$ cat src/rtl/mem_arbiter_if.sv
// Requester-side bus of mem_arbiter: cpu-style address/data strobes in,
// tagged read data, acknowledge and status flags out.
interface mem_arbiter_if #(
  parameter int DATA_W = 64,
  parameter int TAG_W  = 8
);
  logic [DATA_W-1:0] ad;
  logic [TAG_W-1:0]  tag;
  logic              astb;
  logic              rd;
  logic              wr;
  logic [DATA_W-1:0] rdata;
  logic [TAG_W-1:0]  rtag;
  logic              ack;
  logic              busy;
  logic              err;

  modport master (output ad, tag, astb, rd, wr, input rdata, rtag, ack, busy, err);
  modport slave  (input ad, tag, astb, rd, wr, output rdata, rtag, ack, busy, err);
endinterface

$ cat src/rtl/mem_arbiter.sv
// Two-port round-robin arbiter in front of one synchronous tagged memory.
// Each port latches its strobed request; one access is sequenced at a time.
module mem_arbiter_port #(
  parameter int ADDR_W = 20,
  parameter int DATA_W = 64,
  parameter int TAG_W  = 8
) (
  input  logic              clk,
  input  logic              reset,
  input  logic [DATA_W-1:0] ad,
  input  logic [TAG_W-1:0]  tag,
  input  logic              astb,
  input  logic              rd,
  input  logic              wr,
  input  logic              ack_set,
  input  logic              cap,
  input  logic [DATA_W-1:0] cap_data,
  input  logic [TAG_W-1:0]  cap_tag,
  output logic [ADDR_W-1:0] addr,
  output logic              op,
  output logic [DATA_W-1:0] wdata,
  output logic [TAG_W-1:0]  wtag,
  output logic              pend,
  output logic              err,
  output logic              ack,
  output logic [DATA_W-1:0] rdata,
  output logic [TAG_W-1:0]  rtag
);
  logic bad;

  // The ack cycle is the only window where a new strobe may overlap a pending request.
  assign bad = (astb & wr) | (rd & wr) | ((astb | rd | wr) & pend & ~ack);

  always_ff @(posedge clk) begin
    if (reset) begin
      addr  <= '0;
      op    <= 1'b0;
      wdata <= '0;
      wtag  <= '0;
      pend  <= 1'b0;
      err   <= 1'b0;
      ack   <= 1'b0;
      rdata <= '0;
      rtag  <= '0;
    end else begin
      ack <= ack_set;
      if (cap) begin
        rdata <= cap_data;
        rtag  <= cap_tag;
      end
      if (ack) pend <= 1'b0;
      if (bad) begin
        err <= 1'b1;
      end else begin
        if (astb) addr <= ad[ADDR_W-1:0];
        // Later assignment lets a new request in the ack cycle win over the clear.
        if (rd | wr) begin
          pend <= 1'b1;
          op   <= wr;
        end
        if (wr) begin
          wdata <= ad;
          wtag  <= tag;
        end
      end
    end
  end
endmodule

module mem_arbiter #(
  parameter int ADDR_W = 20,
  parameter int DATA_W = 64,
  parameter int TAG_W  = 8
) (
  input  logic              clk,
  input  logic              reset,
  mem_arbiter_if.slave      c,
  mem_arbiter_if.slave      d,
  output logic [ADDR_W-1:0] mem_addr,
  output logic [DATA_W-1:0] mem_wdata,
  output logic [TAG_W-1:0]  mem_wtag,
  output logic              mem_re,
  output logic              mem_we,
  input  logic [DATA_W-1:0] mem_rdata,
  input  logic [TAG_W-1:0]  mem_rtag
);
  localparam int NP = 2;

  typedef enum logic [1:0] {IDLE, ACCESS, CAPTURE, RESP} state_t;

  state_t state;
  logic   gnt;
  logic   last_grant;
  logic   sel;

  logic [NP-1:0][DATA_W-1:0] ad_a;
  logic [NP-1:0][TAG_W-1:0]  tag_a;
  logic [NP-1:0]             astb_a, rd_a, wr_a;
  logic [NP-1:0][ADDR_W-1:0] addr_a;
  logic [NP-1:0]             op_a, pend_a, err_a, ack_a;
  logic [NP-1:0][DATA_W-1:0] wdata_a, rdata_a;
  logic [NP-1:0][TAG_W-1:0]  wtag_a, rtag_a;
  logic [NP-1:0]             ack_set, cap;

  assign ad_a   = {d.ad, c.ad};
  assign tag_a  = {d.tag, c.tag};
  assign astb_a = {d.astb, c.astb};
  assign rd_a   = {d.rd, c.rd};
  assign wr_a   = {d.wr, c.wr};

  assign c.rdata = rdata_a[0];
  assign c.rtag  = rtag_a[0];
  assign c.ack   = ack_a[0];
  assign c.busy  = pend_a[0];
  assign c.err   = err_a[0];
  assign d.rdata = rdata_a[1];
  assign d.rtag  = rtag_a[1];
  assign d.ack   = ack_a[1];
  assign d.busy  = pend_a[1];
  assign d.err   = err_a[1];

  for (genvar i = 0; i < NP; i++) begin : g_port
    mem_arbiter_port #(
      .ADDR_W (ADDR_W),
      .DATA_W (DATA_W),
      .TAG_W  (TAG_W)
    ) u_port (
      .clk      (clk),
      .reset    (reset),
      .ad       (ad_a[i]),
      .tag      (tag_a[i]),
      .astb     (astb_a[i]),
      .rd       (rd_a[i]),
      .wr       (wr_a[i]),
      .ack_set  (ack_set[i]),
      .cap      (cap[i]),
      .cap_data (mem_rdata),
      .cap_tag  (mem_rtag),
      .addr     (addr_a[i]),
      .op       (op_a[i]),
      .wdata    (wdata_a[i]),
      .wtag     (wtag_a[i]),
      .pend     (pend_a[i]),
      .err      (err_a[i]),
      .ack      (ack_a[i]),
      .rdata    (rdata_a[i]),
      .rtag     (rtag_a[i])
    );
  end

  // On a tie the port not served last wins; a lone requester always wins.
  always_comb begin
    sel = pend_a[1];
    if (pend_a[0] & pend_a[1]) sel = ~last_grant;
  end

  // Port registers ack one cycle later, so it lands in RESP.
  always_comb begin
    ack_set = '0;
    cap     = '0;
    if ((state == ACCESS && mem_we) || state == CAPTURE) ack_set[gnt] = 1'b1;
    if (state == CAPTURE) cap[gnt] = 1'b1;
  end

  always_ff @(posedge clk) begin
    if (reset) begin
      state      <= IDLE;
      gnt        <= 1'b0;
      last_grant <= 1'b1;
      mem_addr   <= '0;
      mem_wdata  <= '0;
      mem_wtag   <= '0;
      mem_re     <= 1'b0;
      mem_we     <= 1'b0;
    end else begin
      case (state)
        IDLE: begin
          if (|pend_a) begin
            gnt       <= sel;
            mem_addr  <= addr_a[sel];
            mem_wdata <= wdata_a[sel];
            mem_wtag  <= wtag_a[sel];
            mem_re    <= ~op_a[sel];
            mem_we    <= op_a[sel];
            state     <= ACCESS;
          end
        end
        ACCESS: begin
          mem_re <= 1'b0;
          mem_we <= 1'b0;
          state  <= mem_we ? RESP : CAPTURE;
        end
        CAPTURE: state <= RESP;
        RESP: begin
          last_grant <= gnt;
          state      <= IDLE;
        end
        default: state <= IDLE;
      endcase
    end
  end
endmodule

$ cat src/flat_wrapper.sv
// flat-port wrapper written by rule: the top's interface ports become plain ports
module mem_arbiter_flat 
#(
  parameter int ADDR_W = 20,
  parameter int DATA_W = 64,
  parameter int TAG_W  = 8
)
  (clk, reset, mem_addr, mem_wdata, mem_wtag, mem_re, mem_we, mem_rdata, mem_rtag, c_ad, c_tag, c_astb, c_rd, c_wr, c_rdata, c_rtag, c_ack, c_busy, c_err, d_ad, d_tag, d_astb, d_rd, d_wr, d_rdata, d_rtag, d_ack, d_busy, d_err);
  mem_arbiter_if #(.DATA_W(DATA_W), .TAG_W(TAG_W)) c_i ();
  mem_arbiter_if #(.DATA_W(DATA_W), .TAG_W(TAG_W)) d_i ();
  input  logic clk;
  input  logic reset;
  output logic [ADDR_W-1:0] mem_addr;
  output logic [DATA_W-1:0] mem_wdata;
  output logic [TAG_W-1:0] mem_wtag;
  output logic mem_re;
  output logic mem_we;
  input  logic [DATA_W-1:0] mem_rdata;
  input  logic [TAG_W-1:0] mem_rtag;
  input wire logic [$bits(c_i.ad)-1:0] c_ad;
  input wire logic [$bits(c_i.tag)-1:0] c_tag;
  input wire logic [$bits(c_i.astb)-1:0] c_astb;
  input wire logic [$bits(c_i.rd)-1:0] c_rd;
  input wire logic [$bits(c_i.wr)-1:0] c_wr;
  output wire logic [$bits(c_i.rdata)-1:0] c_rdata;
  output wire logic [$bits(c_i.rtag)-1:0] c_rtag;
  output wire logic [$bits(c_i.ack)-1:0] c_ack;
  output wire logic [$bits(c_i.busy)-1:0] c_busy;
  output wire logic [$bits(c_i.err)-1:0] c_err;
  input wire logic [$bits(d_i.ad)-1:0] d_ad;
  input wire logic [$bits(d_i.tag)-1:0] d_tag;
  input wire logic [$bits(d_i.astb)-1:0] d_astb;
  input wire logic [$bits(d_i.rd)-1:0] d_rd;
  input wire logic [$bits(d_i.wr)-1:0] d_wr;
  output wire logic [$bits(d_i.rdata)-1:0] d_rdata;
  output wire logic [$bits(d_i.rtag)-1:0] d_rtag;
  output wire logic [$bits(d_i.ack)-1:0] d_ack;
  output wire logic [$bits(d_i.busy)-1:0] d_busy;
  output wire logic [$bits(d_i.err)-1:0] d_err;
  assign c_i.ad = c_ad;
  assign c_i.tag = c_tag;
  assign c_i.astb = c_astb;
  assign c_i.rd = c_rd;
  assign c_i.wr = c_wr;
  assign c_rdata = c_i.rdata;
  assign c_rtag = c_i.rtag;
  assign c_ack = c_i.ack;
  assign c_busy = c_i.busy;
  assign c_err = c_i.err;
  assign d_i.ad = d_ad;
  assign d_i.tag = d_tag;
  assign d_i.astb = d_astb;
  assign d_i.rd = d_rd;
  assign d_i.wr = d_wr;
  assign d_rdata = d_i.rdata;
  assign d_rtag = d_i.rtag;
  assign d_ack = d_i.ack;
  assign d_busy = d_i.busy;
  assign d_err = d_i.err;
  mem_arbiter #(.ADDR_W(ADDR_W), .DATA_W(DATA_W), .TAG_W(TAG_W)) u_core (.clk(clk), .reset(reset), .c(c_i), .d(d_i), .mem_addr(mem_addr), .mem_wdata(mem_wdata), .mem_wtag(mem_wtag), .mem_re(mem_re), .mem_we(mem_we), .mem_rdata(mem_rdata), .mem_rtag(mem_rtag));
endmodule
$ cat config.mk
export PLATFORM = sky130hd
export DESIGN_NAME = mem_arbiter_flat
export DESIGN_NICKNAME = d
export VERILOG_FILES = /design/src/rtl/mem_arbiter_if.sv /design/src/rtl/mem_arbiter.sv /design/src/flat_wrapper.sv
export SDC_FILE = /design/constraint.sdc
export NUM_CORES = 1
export LEC_CHECK = 0
export ABC_AREA = 0
export CORE_ASPECT_RATIO = 0.7
export CORE_MARGIN = 3
export CORE_UTILIZATION = 28
export CTS_BUF_LIST = sky130_fd_sc_hd__clkbuf_16
export DETAILED_ROUTE_END_ITERATION = 7
export PLACE_DENSITY = 0.55
export SLEW_MARGIN = 20
export SYNTH_ARGS = -nofsm -noshare
export SYNTH_HDL_FRONTEND = slang
export SYNTH_SLANG_ARGS = --single-unit
$ cat constraint.sdc
create_clock -name clk -period 2.82 [get_ports clk]
set_input_delay 0.564 -clock clk [delete_from_list [all_inputs] [get_ports clk]]
set_output_delay 0.564 -clock clk [all_outputs]
set_load 0.005 [all_outputs]
==> results of run 1 <==
[sequential cells by signal, indices dropped and copies added, names as in the netlist]
register / count
u_core.g_port.u_port.ack: 2
u_core.g_port.u_port.addr: 40
u_core.g_port.u_port.err: 2
u_core.g_port.u_port.op: 2
u_core.g_port.u_port.pend: 2
u_core.g_port.u_port.rdata: 128
u_core.g_port.u_port.rtag: 16
u_core.g_port.u_port.wdata: 128
u_core.g_port.u_port.wtag: 16
u_core.gnt: 1
u_core.last_grant: 1
u_core.mem_addr: 20
u_core.mem_re: 1
u_core.mem_wdata: 64
u_core.mem_we: 1
u_core.mem_wtag: 8
u_core.state: 2
[layer usage]
layer	track usage	vias up
met5	0	-
met4	0.05655	14
met3	0.05298	102
met2	0.2958	345
met1	0.2272	6808
li1	-	7166
[worst register-to-register path, cell delays in order, from the launching register on]
cell and delay, ns:
dfxtp_1 0.33, inv_1 0.12, ha_1 0.26, o21a_4 0.43, buf_4 0.42, nor2_1 0.09, a211oi_1 0.22
[worst max-delay path by stage]
stage | start | to | slack (ns) | cells past startpoint
4_1_cts | u_core.g_port[0].u_port.pend$_SDFF_PP0_ | c_busy | 0.52 | 1
5_1_grt | u_core.g_port[0].u_port.pend$_SDFF_PP0_ | c_busy | 0.47 | 1
6_report | u_core.g_port[0].u_port.pend$_SDFF_PP0_ | c_busy | 0.58 | 1
3_5_place_dp | d_astb | u_core.g_port[1].u_port.wdata[52]$_SDFFE_PP0P_ | 0.43 | 6
3_3_place_gp | d_astb | u_core.g_port[1].u_port.wtag[6]$_SDFFE_PP0P_ | 0.50 | 6
2_1_floorplan | u_core.state[0]$_SDFFE_PP0P_ | u_core.mem_wdata[10]$_SDFFE_PP0P_ | 1.24 | 6
[cells in the mapped netlist (all sizes together)]
cell type | number | area, µm²
a211oi | 93 | 698.2
nor3 | 3 | 15.01
a22oi | 3 | 22.52
and3 | 2 | 12.51
a21oi | 335 | 1677
nor2 | 104 | 390.4
a21boi | 1 | 11.26
nor3b | 3 | 22.52
o21a | 1 | 7.510
nand2b | 4 | 25.02
inv | 2 | 7.510
nand3 | 2 | 10.01
and3b | 2 | 17.52
nand2 | 660 | 2477
nand3b | 2 | 15.01
nor2b | 2 | 12.51
mux2i | 94 | 940.9
and2 | 1 | 6.260
clkbuf | 87 | 326.6
a21o | 2 | 15.01
buf | 63 | 381.6
a211o | 1 | 8.760
o21ai | 7 | 35.03
ha | 5 | 62.56
dfxtp | 434 | 8688
[metrics by stage]
step	hold WS [ns]	util	instances
2_1_floorplan	0.4357	-	1913
3_3_place_gp	0.4410	0.3842	3014
3_5_place_dp	0.4458	0.3842	3014
4_1_cts	0.4309	0.4115	3097
5_1_grt	0.4663	0.4115	3098
6_report	0.4521	0.4116	3101
[report_power, final]
| group | leakage [µW] | switching, µW | total [µW] | internal [µW] |
|---|---|---|---|---|
| sequential | 0.00353 | 436 | 7370 | 6930 |
| combinational | 0.00349 | 2300 | 4570 | 2280 |
| clock | 0.000775 | 2560 | 6150 | 3590 |
| total | 0.00780 | 5290 | 18100 | 12800 |
[cell families (layout without fill, tap and decap cells)]
kind of cell / Yosys count / after routing
simple gates: 785 / 785
fa+ha+maj: 5 / 5
compound gates: 443 / 443
other cells: 0 / 4
mux: 94 / 94
buf+inv: 152 / 596
flops: 434 / 434
[layout make-up]
class,count,area [µm²]
inverters,2,7.507
repair buffers,511,5223
multi-input cells,1327,6546
flip-flops and latches,434,8688
diodes,4,10.01
clock inverters,34,290.3
clock buffers,49,1226
well taps,740,925.9
fillers,5570,32760
==> impl_metrics.py, run 1 <==
metrics = {
    "logic_synthesis": {
        "synth_compound_area_frac": 0.1558,
        "ys_types": 29,
        "avgSynthCellArea_um2": 8.304,
        "synth_top_family_by_area": "simple AND/OR/NAND/NOR gates",
        "synthAdderAreaFrac": 0.003938,
        "yosysSeqAreaShare": 0.5469,
        "synth_cells": 1913,
        "syn_nets": 2142,
        "synth-seq-cells": 434,
        "synth.area.mux_share": 0.05923,
        "yosysWarningCount": 0,
        "synthSimpleGateAreaFrac": 0.1891,
        "synth.cell_area_um2": 15890,
        "synth_xor_xnor_area_share": 0,
    },
    "worst_setup_path": {
        "reg2reg_depth": 6,
        "crit_chain": "clkdlybuf4s50_1",
        "worstReg2RegEnd": "u_core.mem_wdata[23]$_SDFFE_PP0P_",
        "critical_path_buf_inv_count": 1,
        "worstReg2RegStart": "u_core.state[0]$_SDFFE_PP0P_",
        "cpPeakStageDelay_ns": 0.58,
        "cp_max_fo": 6,
        "crit_path_start_kind": "flip-flop",
        "crit_required_ns": 2.26,
        "crit_arrival_ns": 1.68,
        "path_delay_family": "buffers and inverters",
        "crit_path_end_kind": "primary output",
        "crit_path_top_delay_cell": "clkdlybuf4s50_1",
        "crit_type": "reg2out",
        "reg2reg_setup_slack_ns": 0.88,
    },
    "placement": {
        "numPortBuffers": 467,
        "pre_cts_ws_ns": 0.4310,
        "dpl_cell_area_um2": 21390,
        "dp_hpwl_um": 39270,
        "routabilityCongestion": 0.8347,
    },
    "floorplan": {
        "chipWidth_um": 290.7,
        "die_height_um": 205.3,
        "die_area_um2": 59680,
        "ios": 468,
        "floorplan.core_area_um2": 55670,
        "start_util": 0.2854,
        "num_rows": 72,
    },
    "cts": {
        "numCtsBuffers": 46,
        "root_buffer": "clkbuf_16",
        "htree_levels": 2,
        "clk_latency_ns": 0.57,
        "cts_buffer_depth": 3,
        "cts_tree": "yes",
        "postCtsSetupBuffers": 0,
        "cts_hold_buf": 0,
        "clk_pin_slew_ns": 0.06,
        "cts.sinks": 434,
        "cts-resized-gates": 0,
    },
    "cells_and_area": {
        "final_common_cell": "nand2_1",
        "final_cell_mix": "nand2_1, clkdlybuf4s50_1, dfxtp_1",
        "nets": 2551,
        "area_growth_pct": 44.25,
        "final_area_um2": 22920,
        "drive_above_1_share": 0.05261,
    },
    "detailed_routing": {
        "viasPerCell": 4.655,
        "wl_met2_um": 26360,
        "wl_per_cell_um": 18.07,
        "top_layer": "met5",
        "ant_nets": 0,
        "routed_wl_um": 56030,
        "drt-initial-drc-count": 764,
        "vias": 14435,
        "wl_met1_um": 24330,
        "dr.pass1.iters": 5,
        "route.met3.wl_um": 3755,
        "drc": 0,
    },
    "worst_hold_path": {
        "worstHoldStart": "u_core.g_port[1].u_port.wdata[0]$_SDFFE_PP0P_",
        "min_to": "u_core.g_port[1].u_port.wdata[0]$_SDFFE_PP0P_",
        "min_delay_path_depth": 2,
        "hold_class": "reg2reg",
    },
    "timing": {
        "finalSetupTns_ns": 0,
        "worst_clock_skew_ns": 0.02011,
        "fin_ws_ns": 0.5753,
        "setup_viol": 0,
        "rsz0062_at_grt": "false",
        "hold_viol": 0,
        "worst_pin_slew_ns": 0.6539,
        "finalCritPeriodShare": 0.7960,
        "finalMaxSlewViolations": 0,
        "fin_crit_ns": 2.245,
        "max_freq_mhz": 445.5,
        "timing.slew.headroom": 0.5631,
    },
    "pwr": {
        "report.power.total_uw": 18090,
        "p_per_area_nw_per_um2": 789.2,
        "power.leakage_uw": 0.007796,
        "peakVddDrop_uv": 433.8,
    },
    "grt": {
        "grt_pass1_vias": 14256,
        "track_usage": 0.1797,
        "overflow": 0,
        "grt_pass1_wl_um": 84480,
        "grt_max_degree": 88,
        "antenna_found_initial": 8,
    },
    "flow_run": {
        "max_cap_violations": 0,
    },
    "status": {
        "run_status": "complete, no violations",
    },
}
Power figures use the tool's default switching activity.
==> run 2: changes to the inputs <==
--- a/config.mk
+++ b/config.mk
@@ -11,7 +11,7 @@
 export CORE_UTILIZATION = 28
 export CTS_BUF_LIST = sky130_fd_sc_hd__clkbuf_16
 export DETAILED_ROUTE_END_ITERATION = 7
-export PLACE_DENSITY = 0.55
+export PLACE_DENSITY = 0.57
 export SLEW_MARGIN = 20
 export SYNTH_ARGS = -nofsm -noshare
 export SYNTH_HDL_FRONTEND = slang
==> constraint.sdc (replaced) <==
create_clock -name clk -period 2 [get_ports clk]
set_input_delay 0.4 -clock clk [delete_from_list [all_inputs] [get_ports clk]]
set_output_delay 0.4 -clock clk [all_outputs]
set_load 0.005 [all_outputs]
==> run 2 against run 1 <==
  * Via count is 1.1% higher
  * Clock power is 28% higher
  * Clock-buffer cell count down 3
  * Register-to-register slack got worse by 0.64 ns
  * Flip-flop and latch count unchanged
  * Global-route usage shrank 0.31 points
  * First-iteration DRC count increased by 21%
==> impl_metrics.py, run 2 (synthesized netlist as in run 1, its figures left out) <==
metrics = {
    "status": {
        "run_status": "complete, no violations",
    },
    "floorplan": {
        "ios": 468,
        "start_util": 0.2854,
        "die_height_um": 205.3,
        "floorplan.core_area_um2": 55670,
        "chipWidth_um": 290.7,
        "die_area_um2": 59680,
        "num_rows": 72,
    },
    "worst_setup_path": {
        "crit_chain": "clkdlybuf4s50_1",
        "crit_path_start_kind": "flip-flop",
        "crit_required_ns": 1.60,
        "crit_path_top_delay_cell": "clkdlybuf4s50_1",
        "critical_path_buf_inv_count": 1,
        "path_delay_family": "buffers and inverters",
        "crit_arrival_ns": 1.54,
        "crit_path_end_kind": "primary output",
        "cp_max_fo": 3,
        "crit_type": "reg2out",
        "cpPeakStageDelay_ns": 0.61,
    },
    "cells_and_area": {
        "final_common_cell": "nand2_1",
        "area_growth_pct": 45.43,
        "final_cell_mix": "nand2_1, clkdlybuf4s50_1, dfxtp_1",
        "nets": 2577,
        "finalNonFillerCells": 3121,
        "drive_above_1_share": 0.05843,
        "fill_cells": 5440,
        "reg.largest.list": "u_core.g_port.u_port.rdata x128, u_core.g_port.u_port.wdata x128, u_core.mem_wdata x64",
    },
    "grt": {
        "overflow": 0,
        "grt_pass1_wl_um": 83150,
        "grt_max_degree": 67,
        "antenna_found_initial": 8,
        "track_usage": 0.1766,
        "grt_pass1_vias": 14008,
    },
    "detailed_routing": {
        "viasPerCell": 4.677,
        "vias": 14598,
        "route.met3.wl_um": 4153,
        "wl_met1_um": 24240,
        "drt-initial-drc-count": 922,
        "wl_met2_um": 25410,
        "wl_per_cell_um": 17.75,
        "top_layer": "met5",
        "dr.pass1.iters": 5,
        "routed_wl_um": 55390,
        "ant_nets": 0,
        "drc": 0,
    },
    "cts": {
        "htree_levels": 2,
        "cts_buffer_depth": 3,
        "clk_latency_ns": 0.57,
        "numCtsBuffers": 46,
        "cts.sinks": 434,
        "root_buffer": "clkbuf_16",
        "cts_hold_buf": 0,
        "cts_tree": "yes",
        "clk_pin_slew_ns": 0.06,
        "postCtsSetupBuffers": 0,
    },
    "pwr": {
        "p_per_area_nw_per_um2": 1079,
        "peakVddDrop_uv": 568.3,
        "report.power.total_uw": 24920,
        "power.leakage_uw": 0.007955,
    },
    "placement": {
        "pre_cts_ws_ns": 0.09167,
        "routabilityCongestion": 0.8241,
        "post-place-cells": 3040,
        "dp_hpwl_um": 39380,
        "numPortBuffers": 467,
    },
    "timing": {
        "max_freq_mhz": 514.6,
        "finalMaxSlewViolations": 0,
        "fin_crit_ns": 1.943,
        "finalSetupTns_ns": 0,
        "worst_clock_skew_ns": 0.02252,
        "finalCritPeriodShare": 0.9717,
        "worst_pin_slew_ns": 0.6346,
        "fin_ws_ns": 0.05670,
        "rsz0062_at_grt": "false",
        "setup_viol": 0,
        "hold_viol": 0,
        "timing.slew.headroom": 0.5760,
        "hold_ws_ns": 0.2306,
    },
    "worst_hold_path": {
        "hold_class": "in2reg",
    },
    "flow_run": {
        "max_cap_violations": 0,
    },
}
run 2: stage by stage:
stage	instance area, µm²	util
floorplan	15890	-
global placement	21740	0.3904
detailed placement	21740	0.3904
CTS	23090	0.4148
global route	23100	0.4149
finish	23100	0.4150
run 2: report_power, final:
part / internal, µW / switching [µW] / total, µW / leakage, µW
registers: 9770 / 657 / 10400 / 0.00353
logic: 3370 / 3220 / 6590 / 0.00372
clock network: 4410 / 3490 / 7900 / 0.000705
total: 17500 / 7370 / 24900 / 0.00796
run 2: path summary, 6_finish.rpt:
path / from / endpoint / slack [ns] / cells after the start
worst max-delay path: u_core.mem_we$_SDFFE_PP0P_ / mem_we / 0.06 / 1
worst min-delay path: reset / u_core.g_port[1].u_port.wdata[30]$_SDFFE_PP0P_ / 0.23 / 2
worst max register to register: u_core.state[0]$_SDFFE_PP0P_ / u_core.g_port[1].u_port.rdata[59]$_SDFFE_PP0P_ / 0.24 / 6
worst min register to register: u_core.g_port[1].u_port.rdata[46]$_SDFFE_PP0P_ / u_core.g_port[1].u_port.rdata[46]$_SDFFE_PP0P_ / 0.45 / 2
run 2: metal layers:
metal,up-vias,global-route usage
met5,-,0
met4,12,0.05315
met3,97,0.05535
met2,388,0.2835
met1,6875,0.2279
li1,7226,-
run 2: final cells by class:
cell class	count	area (µm²)	area share
diodes	2	5.005	0.0002166
clock buffers	46	1151	0.04982
clock inverters	33	206.4	0.008936
inverters	2	7.507	0.0003249
multi-input cells	1327	6546	0.2833
flip-flops and latches	434	8692	0.3762
well taps	740	925.9	0.04008
repair buffers	537	5569	0.2411
run 2: timing repair:
item / 4_1_cts / 5_1_grt
setup endpoints to repair: 4 / 2
gates resized for setup: 5 / 2
pin swaps: 0 / 0
==> run 3: changes to the inputs <==
--- a/config.mk
+++ b/config.mk
@@ -11,7 +11,7 @@
 export CORE_UTILIZATION = 28
 export CTS_BUF_LIST = sky130_fd_sc_hd__clkbuf_16
 export DETAILED_ROUTE_END_ITERATION = 7
-export PLACE_DENSITY = 0.57
+export PLACE_DENSITY = 0.64
 export SLEW_MARGIN = 20
 export SYNTH_ARGS = -nofsm -noshare
 export SYNTH_HDL_FRONTEND = slang
==> run 3 against run 2 <==
  * Critical path depth unchanged
  * Total power increased by 1.5%
  * Non-clock buffer count did not move
  * Register-to-register slack worse by 0.08 ns
  * Combinational power is 0.6% higher
  * Core utilization increased by 0.11 points
==> impl_metrics.py, run 3 (synthesized netlist as in run 1, its figures left out) <==
metrics = {
    "worst_setup_path": {
        "critical_path_buf_inv_count": 1,
        "crit_chain": "clkdlybuf4s50_1",
        "crit_type": "reg2out",
        "cpPeakStageDelay_ns": 0.54,
        "crit_arrival_ns": 1.54,
        "crit_path_end_kind": "primary output",
        "path_delay_family": "buffers and inverters",
        "crit_path_top_delay_cell": "clkdlybuf4s50_1",
        "crit_path_start_kind": "flip-flop",
        "cp_max_fo": 6,
        "crit_required_ns": 1.60,
    },
    "timing": {
        "max_freq_mhz": 516.2,
        "hold_viol": 0,
        "fin_crit_ns": 1.937,
        "fin_ws_ns": 0.06291,
        "worst_clock_skew_ns": 0.03514,
        "rsz0062_at_grt": "false",
        "setup_viol": 0,
        "timing.slew.headroom": 0.6719,
        "finalSetupTns_ns": 0,
        "finalCritPeriodShare": 0.9685,
        "worst_pin_slew_ns": 0.4921,
        "finalMaxSlewViolations": 0,
    },
    "floorplan": {
        "die_height_um": 205.3,
        "die_area_um2": 59680,
        "ios": 468,
        "chipWidth_um": 290.7,
        "num_rows": 72,
        "start_util": 0.2854,
        "floorplan.core_area_um2": 55670,
    },
    "placement": {
        "routabilityCongestion": 0.8239,
        "dp_hpwl_um": 38610,
        "pre_cts_ws_ns": 0.03143,
        "numPortBuffers": 467,
    },
    "grt": {
        "grt_pass1_wl_um": 81610,
        "overflow": 0,
        "grt_pass1_vias": 14339,
        "track_usage": 0.1718,
        "antenna_found_initial": 3,
        "grt_max_degree": 73,
    },
    "pwr": {
        "peakVddDrop_uv": 859.1,
        "power.leakage_uw": 0.007975,
        "p_per_area_nw_per_um2": 1092,
    },
    "cells_and_area": {
        "final_cell_mix": "nand2_1, clkdlybuf4s50_1, dfxtp_1",
        "final_common_cell": "nand2_1",
        "drive_above_1_share": 0.06134,
        "nets": 2575,
        "reg.largest.list": "u_core.g_port.u_port.rdata x128, u_core.g_port.u_port.wdata x128, u_core.mem_wdata x64",
        "area_growth_pct": 45.81,
    },
    "cts": {
        "clk_pin_slew_ns": 0.06,
        "cts_buffer_depth": 3,
        "htree_levels": 2,
        "clk_latency_ns": 0.58,
        "root_buffer": "clkbuf_16",
        "postCtsSetupBuffers": 0,
        "cts.sinks": 434,
        "cts_hold_buf": 0,
        "cts_tree": "yes",
        "numCtsBuffers": 44,
    },
    "detailed_routing": {
        "viasPerCell": 4.661,
        "routed_wl_um": 53960,
        "drc": 0,
        "dr.pass1.iters": 5,
        "ant_nets": 0,
        "vias": 14547,
        "drt-initial-drc-count": 1040,
        "wl_per_cell_um": 17.29,
    },
    "status": {
        "run_status": "complete, no violations",
    },
    "worst_hold_path": {
        "hold_class": "in2reg",
    },
    "flow_run": {
        "max_cap_violations": 0,
    },
}
run 3: cell count changes in the layout (fill, tap and decap cells not counted), sizes merged, moves of 2 or more:
cell / previous run / this run
inv: 15 / 13
bufinv: 2 / 4
clkinv: 15 / 17
dlygate4sd2: 3 / 8
clkdlybuf4s50: 461 / 457
run 3: metal layers:
layer  track usage  vias to the layer above  routed length [µm]
met5             0                        -                   7
met4       0.05118                        2                1391
met3       0.05265                       90                4199
met2        0.2821                      464               25360
li1              -                     7201                   -
met1        0.2178                     6790               23010
run 3: cell type report:
class                   count  area, µm²
diodes                      1      2.502
clock buffers              45       1126
clock inverters            35      302.8
fillers                  5434      32510
inverters                   2      7.507
multi-input cells        1327       6546
flip-flops and latches    434       8692
well taps                 740      925.9
repair buffers            537       5560
run 3: path summary, 6_finish.rpt:
check / endpoint / depth (start not counted) / startpoint / slack [ns]
setup / recovery: c_busy / 1 / u_core.g_port[0].u_port.pend$_SDFF_PP0_ / 0.06
hold / removal: u_core.g_port[0].u_port.err$_SDFFE_PP0P_ / 2 / reset / 0.23
setup reg to reg: u_core.g_port[1].u_port.rdata[38]$_SDFFE_PP0P_ / 6 / u_core.state[0]$_SDFFE_PP0P_ / 0.16
hold reg to reg: u_core.g_port[0].u_port.wdata[45]$_SDFFE_PP0P_ / 2 / u_core.g_port[0].u_port.wdata[45]$_SDFFE_PP0P_ / 0.45
run 3: what timing repair did:
action / in CTS / in global routing
gates resized for setup: 10 / 1
pin swaps: 0 / 0
setup endpoints to repair: 9 / 1
cloned: 0 / 0
run 3: through the flow:
step	cell area [µm²]	util	total power [µW]	hold WS, ns	cells
3_3_place_gp	21740	0.3904	17200	0.4409	3040
3_5_place_dp	21740	0.3904	17320	0.4458	3040
4_1_cts	23160	0.4160	25640	0.2009	3120
6_report	23160	0.4161	25300	0.2338	3121
2_1_floorplan	15890	-	13390	0.4357	1913
5_1_grt	23160	0.4161	26640	0.2402	3121
run 3: report_power, final:
group	internal, µW	switching [µW]
Combinational	3370	3250
Clock	4650	3630
Sequential	9770	626
Total	17800	7510
